==> src/rtl/slave_if.sv <==
// ---------------------------------------------------------------------------
// slave_if -- slave-side port of the crossbar.
//
// Takes one granted request from the crossbar, replays it to a single slave
// with the address rebased to the slave's local space, and returns a one-cycle
// ack with read data (or an error response when the slave stays silent for
// too long). Only one transaction is ever in flight.
//
// Ports
//   clk, rst                 clock / synchronous active-high reset
//   req_from_crossbar        request, held by the crossbar until it sees ack
//   addr_from_crossbar       global address
//   wdata_from_crossbar      write data
//   cmd_from_crossbar        1 = write, 0 = read
//   ack_to_crossbar          one-cycle completion pulse
//   rdata_to_crossbar        read data, non-zero only alongside ack
//   err_to_crossbar          timeout flag, only alongside ack
//   busy_to_crossbar         high whenever a transaction is being handled
//   req_to_slave             request to the slave, held until ack or timeout
//   addr_to_slave            local address (global - BASE_ADDR, wrapping)
//   wdata_to_slave           registered write data
//   cmd_to_slave             registered command
//   ack_from_slave           slave completion, only looked at while requesting
//   rdata_from_slave         slave read data, taken with ack_from_slave
//   timeout_count            saturating count of timed-out transactions
// ---------------------------------------------------------------------------
module slave_if #(
  parameter logic [31:0] BASE_ADDR      = 32'h0000_0000,
  parameter int unsigned TIMEOUT_CYCLES = 16,
  parameter logic [31:0] ERR_RDATA      = 32'hDEAD_BEEF
) (
  input  logic        clk,
  input  logic        rst,
  input  logic        req_from_crossbar,
  input  logic [31:0] addr_from_crossbar,
  input  logic [31:0] wdata_from_crossbar,
  input  logic        cmd_from_crossbar,
  output logic        ack_to_crossbar,
  output logic [31:0] rdata_to_crossbar,
  output logic        err_to_crossbar,
  output logic        busy_to_crossbar,
  output logic        req_to_slave,
  output logic [31:0] addr_to_slave,
  output logic [31:0] wdata_to_slave,
  output logic        cmd_to_slave,
  input  logic        ack_from_slave,
  input  logic [31:0] rdata_from_slave,
  output logic [7:0]  timeout_count
);

  typedef enum logic [1:0] {
    IDLE    = 2'd0,
    REQ     = 2'd1,
    RESP    = 2'd2,
    RELEASE = 2'd3
  } state_t;

  localparam logic [31:0] TMO = 32'(TIMEOUT_CYCLES);

  state_t      state, state_nxt;
  logic [31:0] addr_q, wdata_q, rdata_q;
  logic        cmd_q, err_q;
  logic [31:0] tmo_cnt;
  logic [7:0]  tmo_total;
  logic        tmo_hit;

  // Timeout fires on the edge that would bring the count of silent REQ
  // cycles up to TIMEOUT_CYCLES. A zero limit never fires.
  assign tmo_hit = (TMO != 32'd0) && ((tmo_cnt + 32'd1) == TMO);

  // State register.
  always_ff @(posedge clk) begin
    if (rst) state <= IDLE;
    else     state <= state_nxt;
  end

  // Next state and Moore output decode.
  always_comb begin
    state_nxt         = state;
    ack_to_crossbar   = 1'b0;
    rdata_to_crossbar = '0;
    err_to_crossbar   = 1'b0;
    busy_to_crossbar  = (state != IDLE);
    req_to_slave      = 1'b0;
    case (state)
      IDLE: begin
        if (req_from_crossbar) state_nxt = REQ;
      end
      REQ: begin
        req_to_slave = 1'b1;
        // A slave ack on the expiry edge still counts as a normal completion.
        if (ack_from_slave || tmo_hit) state_nxt = RESP;
      end
      RESP: begin
        ack_to_crossbar   = 1'b1;
        rdata_to_crossbar = rdata_q;
        err_to_crossbar   = err_q;
        // A request still held here is the one just served; park in RELEASE
        // so it is not issued to the slave a second time.
        state_nxt = req_from_crossbar ? RELEASE : IDLE;
      end
      RELEASE: begin
        if (!req_from_crossbar) state_nxt = IDLE;
      end
      default: state_nxt = IDLE;
    endcase
  end

  // Captured transaction, response and timeout bookkeeping.
  always_ff @(posedge clk) begin
    if (rst) begin
      addr_q    <= '0;
      wdata_q   <= '0;
      cmd_q     <= 1'b0;
      rdata_q   <= '0;
      err_q     <= 1'b0;
      tmo_cnt   <= '0;
      tmo_total <= '0;
    end else begin
      case (state)
        IDLE: begin
          if (req_from_crossbar) begin
            addr_q  <= addr_from_crossbar - BASE_ADDR;
            wdata_q <= wdata_from_crossbar;
            cmd_q   <= cmd_from_crossbar;
            tmo_cnt <= '0;
          end
        end
        REQ: begin
          if (ack_from_slave) begin
            rdata_q <= cmd_q ? 32'd0 : rdata_from_slave;
            err_q   <= 1'b0;
          end else if (tmo_hit) begin
            rdata_q <= cmd_q ? 32'd0 : ERR_RDATA;
            err_q   <= 1'b1;
            if (tmo_total != 8'hFF) tmo_total <= tmo_total + 8'd1;
          end else begin
            tmo_cnt <= tmo_cnt + 32'd1;
          end
        end
        default: ;
      endcase
    end
  end

  assign addr_to_slave  = addr_q;
  assign wdata_to_slave = wdata_q;
  assign cmd_to_slave   = cmd_q;
  assign timeout_count  = tmo_total;

endmodule

==> config.mk <==
export PLATFORM = sky130hd
export DESIGN_NAME = slave_if
export DESIGN_NICKNAME = d
export VERILOG_FILES = /design/src/rtl/slave_if.sv
export SDC_FILE = /design/constraint.sdc
export NUM_CORES = 1
export LEC_CHECK = 0
export CORE_MARGIN = 3
export CORE_UTILIZATION = 51
export DETAILED_ROUTE_END_ITERATION = 16
export PLACE_DENSITY = 0.86
export SLEW_MARGIN = 25
export SYNTH_ARGS = -nofsm -noshare
export SYNTH_HDL_FRONTEND = slang
export SYNTH_SLANG_ARGS = --single-unit
export TNS_END_PERCENT = 100
==> constraint.sdc <==
create_clock -name clk -period 5.3 [get_ports clk]
set_input_delay 0.795 -clock clk [delete_from_list [all_inputs] [get_ports clk]]
set_output_delay 0.795 -clock clk [all_outputs]
set_load 0.03 [all_outputs]
Word-level counts from Yosys, hierarchy flattened
Cells that the tools add are included.
{ "word_totals": {"register_bits": 140, "latch_bits": 0, "ramBits": 0, "romBits": 0, "in_bits": 101, "out_inout_bits": 109, "memories": 0} }
{ "classes": {"add_sub_neg": 2, "multipliers": 0, "div_mod_pow": 0, "order_cmp": 0, "eq_ne": 10, "n_shift": 0, "muxes": 19, "n_bitwise": 1, "reduce_logical": 10} }
{ "ops": {"columns": ["op", "count"], "rows": [
  ["2-to-1 mux 32 bit", 8],
  ["one-hot mux 32 bit (2 select lines)", 1],
  ["adder 32 x 1 -> 32 bit, second input constant", 1],
  ["== test 32 x 5 -> 1 bit, second input constant", 1],
  ["inequality test 2 bit, second input constant", 5],
  ["adder 8 x 1 -> 8 bit, second input constant", 1],
  ["2-to-1 mux 2 bit", 4],
  ["inequality test 8 bit, second input constant", 1],
  ["one-hot mux 2 bit (4 select lines)", 1],
  ["AND reduction 4 bit", 2],
  ["nonzero test 2 bit", 3],
  ["2-to-1 mux 1 bit", 5],
  ["== test 2 bit, second input constant", 2],
  ["AND reduction 2 bit", 2],
  ["AND reduction 3 bit", 1],
  ["== test 2 x 1 -> 1 bit, second input constant", 1],
  ["logical NOT 2 bit", 1],
  ["logical OR 1 bit", 1],
  ["NOT 1 bit", 1]
]} }

Longest topological paths before layout
{ "logic_depth": {"depth_word": 5, "mapped_depth": 13, "ltp_nobuf": 9} }

Worst setup path before layout
No wires, ideal clock.
{ "synth_timing": {"path_type": "register -> register", "start": "reg tmo_cnt[0]", "end": "reg tmo_cnt[16]", "t_arrival_ns": 3.356, "required_time_ns": 5.178, "setup_slack_ns": 1.823, "path_stages_with_launch": 13, "n_path_buf": 3, "cell_sequence": "dfxtp_1 > ha_1 > clkbuf_1 > nand3_1 > nor4_1 > xnor2_1 > nand4_1 > or4b_1 > a2111o_1 > clkbuf_1 > nand2_1 > buf_4 > o21ai_0"} }
{ "synth_between": {"elab_chain_len": 4, "word_cells_on_any_way": 7, "cone_classes": "1 x add/sub; 2 x eq/ne; 3 x mux; 1 x reduce/logical"} }
{ "synth_lines": {"columns": ["item", "line_no", "source"], "rows": [
  ["start: declaration", "63", "logic [31:0] tmo_cnt;"],
  ["start signal: assignment", "138", "tmo_cnt <= tmo_cnt + 32'd1;"],
  ["adder 32 x 1 -> 32 bit *", "69, 138", null],
  ["== test 32 x 5 -> 1 bit or 2-to-1 mux 32 bit (tied branches)", "69, 133", null],
  ["inequality test 2 bit (no source line) or 2-to-1 mux 32 bit (tied branches)", null, null],
  ["AND reduction 4 bit (no source line) or one-hot mux 32 bit (2 select lines) (tied branches)", null, null]
]} }
Every way passes the cells marked *; elsewhere a longest branch is shown, timed or not. The select of a mux whose other input is x is not followed.
A chain may end at the register's enable or synchronous reset.

Worst setup path after layout
Ends and elaborated chain as after synthesis.

==> impl.org <==
** Run status
- The run finished with clean final reports.

** Synthesis
- Post-synthesis cell type with the largest combined area :: sky130_fd_sc_hd__dfxtp_1
- After synthesis, flip-flops and latches occupy 40.7% of the total area.
- The most common cell in the synthesized netlist is sky130_fd_sc_hd__nand2_1.
- Yosys mapped the design onto 55 distinct sky130hd cell types.
- Cell types occupying the most area after synthesis :: sky130_fd_sc_hd__dfxtp_1, sky130_fd_sc_hd__a21oi_1, sky130_fd_sc_hd__nand2_1, sky130_fd_sc_hd__o21ai_0, sky130_fd_sc_hd__nand3_1
- Synth cell count leaders :: sky130_fd_sc_hd__nand2_1, sky130_fd_sc_hd__a21oi_1, sky130_fd_sc_hd__dfxtp_1, sky130_fd_sc_hd__clkbuf_1, sky130_fd_sc_hd__o21ai_0
- EDFF count, synth :: 0
- Post-Syn Area per Cell :: 7.48 um^2
- Proportion of synthesized flip-flops having asynchronous set or reset :: 0%
- Synthesis produced a netlist with a net count of 1024.
- The most used flip-flop cell after synthesis is sky130_fd_sc_hd__dfxtp_1.
- Fraction of synthesized cell area taken by the top area cell type :: 40.7%
- Synthesis inferred 140 register bits.
- Synthesis produced a netlist whose cell count is 920.
- Yosys Warn Count :: 0
- The mapped netlist covers 0.00688 mm^2.

** Clocking
- In this run, post-CTS hold repair placed 0 buffers.
- The clock net in this run drives a total of 140 sinks.
- The later pin in the worst-skew pair is clocked with a latency of 0.42 ns.
- H-tree Lvls :: 4
- TritonCTS buffer count :: 17
- Buffers added to address setup during post-CTS repair amount to 0.
- The number of gates resized after CTS was 0.
- CTS Root Buffer Type :: sky130_fd_sc_hd__clkbuf_16
- Clock slew at reported path FFs :: 0.06 ns
- The clock passes through at most 2 buffers.
- TritonCTS built the clock tree.

** Timing
- Final Setup Violations :: 0
- Worst Clk Skew :: 0.00767 ns
- The number of endpoints with negative hold slack in the final report is 0.
- Setup repair after global routing left no endpoint under its margin.
- Crit share post-route :: 81.1%
- Setup TNS :: 0 ns
- Final min period :: 4.30 ns
- At the pin with the least slew margin, the transition time is 1.03 ns.
- Headroom to the max-slew limit came out at 30.8%.
- Maximum frequency from static timing analysis :: 233 MHz
- The final-report max-slew violation count is 0.

** Cells and area
- Share of cells above drive strength 1 :: 5.22%
- Number of nets at the end of the flow :: 1183
- Final antenna diode count :: 0
- From synthesis to final layout, the design area changed by 38.6%.
- Counting the fill cells in the layout gives 991.
- Once layout is done, the placed cells without fillers occupy 0.00954 mm^2.

** Floorplanning
- The floorplan step set the die width to 122 um.
- In this run the standard cell core region covers 0.0129 mm^2.
- In this run the count of I/O pins placed on the die edge is 210.
- In this run the vertical extent of the chip is 122 um.
- The floorplan has 41 rows.
- Initial Utilization :: 53.4%
- Floorplan die area :: 0.0149 mm^2

** Pwr
- Worst supply voltage drop on vdd :: 0.285 mV
- For this design the ratio of total power to cell area is 282 mW/mm^2.
- Summed over all cells, the static leakage comes to 3.41 nW.
- Clock network fraction of total power :: 43.3%
- Switching Share :: 26.8%
- Final total power :: 2.69 mW
- Per report_power, the combinational group accounts for 14.9% of the total.
- The internal power of the cells totals 1.97 mW.
- Per report_power, the sequential group accounts for 41.7% of the total.
- The analysis attributes to net switching a power of 0.721 mW.

** Placed design
- The placed instances occupy a cell area of 0.00896 mm^2.
- The congestion estimate from routability-driven global placement came to 0.967.
- The wire-length estimate of the detail-placed layout is 14600 um.
- During placement, the flow inserted port buffers numbering 209.

** Setup path
- CP max stage delay :: 0.61 ns
- Data on the critical path arrives at its endpoint at 4.57 ns.
- Cell chain of the critical path :: ha_1 > nand3_1 > nor4_1 > xnor2_1 > nand4_1 > or4b_1 > a2111o_1 > buf_4 > nand2_1 > o21ai_0
- CP Launch Type :: flip-flop
- Of all nets on the critical path, the largest fanout is 34.
- Library cell contributing the largest single delay on the critical path :: sky130_fd_sc_hd__or4b_1
- Required arrival time at the worst endpoint :: 5.57 ns
- The worst setup path is of the flip-flop to flip-flop kind.
- Crit end category :: flip-flop

** Flow run
- Across the run, the number of max-cap violations was 0.

** Drt
- Wires add up to 21700 um.
- For this block, the initial DRC count from the detailed router was 549.
- The pre-antenna-repair detailed-routing pass consisted of 7 iterations.
- Once detail routing completed, the nets flagged for antenna violations numbered 0.
- Summing over every cut layer, the via total after detailed routing is 7222.
- Using the TritonRoute via totals, the vias-per-cell ratio works out to 5.71.
- Final routed wire length divided by cell count :: 17.1 um
- In the routed design, unresolved DRC markers number 0.

** GRT
- The initial antenna violation count came to 0.
- Total global-route track usage :: 28.9%
- Via count of the first global-routing pass :: 6900
- The first global-routing pass estimated 34300 um of wire.
- Entering global routing, the biggest net connects 72 pins.
- The total overflow left after global routing is 0.

** Hold path
- The path class of the tightest hold or removal check is flip-flop to flip-flop.
[cells by family after synthesis]
logic type | after synthesis | synth area share, %
DFF | 140 | 40.7
and+or+nand+nor | 394 | 28.7
AOI/OAI and AO/OA | 247 | 20.6
adders and majority gates | 3 | 0.546
xor gates and xnor gates | 15 | 1.91
muxes | 6 | 0.910
buffers and inverters | 115 | 6.62
[placed cells by master (no fill, tap or decap), drive strengths merged, types with 3 or more instances in the layout]
cell           netlist  final
o41ai               10     10
o21ai               58     58
clkbuf              64     19
o31ai                7      7
nand4               22     22
xor2                 4      4
inv                 31     34
nor3                21     21
a21oi              141    141
or3                 10     10
nand2              161    161
nand3               48     48
ha                   3      3
nand4b               3      3
clkinv               0      6
nand2b               3      3
nor2                40     40
and2                35     35
dfxtp              140    140
xnor2               11     11
mux2i                4      4
buf                 20     16
clkdlybuf4s50        0    208
a31oi                4      4
or4                  6      6
a22o                 8      8
nor2b                8      8
nor4                11     11
and4                 4      4
and3                 7      7
nand3b              10     10
[routing by layer]
| metal | vias to the layer above | GRT usage (%) | wire length, um |
|---|---|---|---|
| met5 | - | 0 | 0 |
| met4 | 0 | 10.5 | 546 |
| met3 | 44 | 10.6 | 2100 |
| met2 | 316 | 47.1 | 10400 |
| met1 | 3352 | 35.1 | 8590 |
| li1 | 3510 | - | - |
[cell type report]
type / instances / area (um^2) / area share (%)
timing repair buffer: 224 / 2200 / 23.1
clock inverter: 13 / 143 / 1.50
tap: 172 / 215 / 2.26
clock buffer: 19 / 433 / 4.54
sequential: 140 / 2800 / 29.4
multi-input combinational: 665 / 3620 / 38.0
inverter: 31 / 116 / 1.22
[path summary, 6_finish.rpt]
path              depth (start not counted)  slack (ns)          startpoint                 end
setup / recovery                         10        1.00          tmo_cnt[0]         tmo_cnt[16]
hold reg to reg                           2        0.45  wdata_to_slave[13]  wdata_to_slave[13]
setup reg to reg                         10        1.00          tmo_cnt[0]         tmo_cnt[16]
hold / removal                            2        0.45  wdata_to_slave[13]  wdata_to_slave[13]
[registers in the layout, summed over array words and instances, names as in the netlist]
register,count
rdata_q,32
wdata_to_slave,32
tmo_cnt,32
err_q,1
timeout_count,8
cmd_to_slave,1
state,2
addr_to_slave,32
[critical path, delay by kind of cell (launching register included)]
| kind | cells | cell delay (ns) |
|---|---|---|
| AO/OA/AOI/OAI | 2 | 0.60 |
| AND/OR/NAND/NOR | 5 | 2.24 |
| buffers and inverters | 1 | 0.25 |
| XOR/XNOR | 1 | 0.21 |
| adder cells (fa/ha/maj) | 1 | 0.32 |
| flip-flops | 1 | 0.50 |
[power groups by stage]
stage	clock network, mW	registers, mW	logic (mW)
3_3_place_gp	0	1.14	0.394
6_report	1.16	1.12	0.401
2_1_floorplan	0	1.20	0.148
5_1_grt	1.22	1.13	0.433
3_5_place_dp	0	1.14	0.397
4_1_cts	1.18	1.12	0.402
[per-stage QoR]
stage	cells	hold slack (ns)	worst slack [ns]	util [%]
after floorplan	920	0.439	1.82	-
after global placement	1232	0.440	1.18	69.6
after detailed placement	1232	0.446	1.09	69.6
after CTS	1264	0.453	1.02	74.1
after global routing	1264	0.470	0.758	74.1
final	1264	0.452	1.00	74.1
No activity file was read; power rests on OpenSTA's default activity.
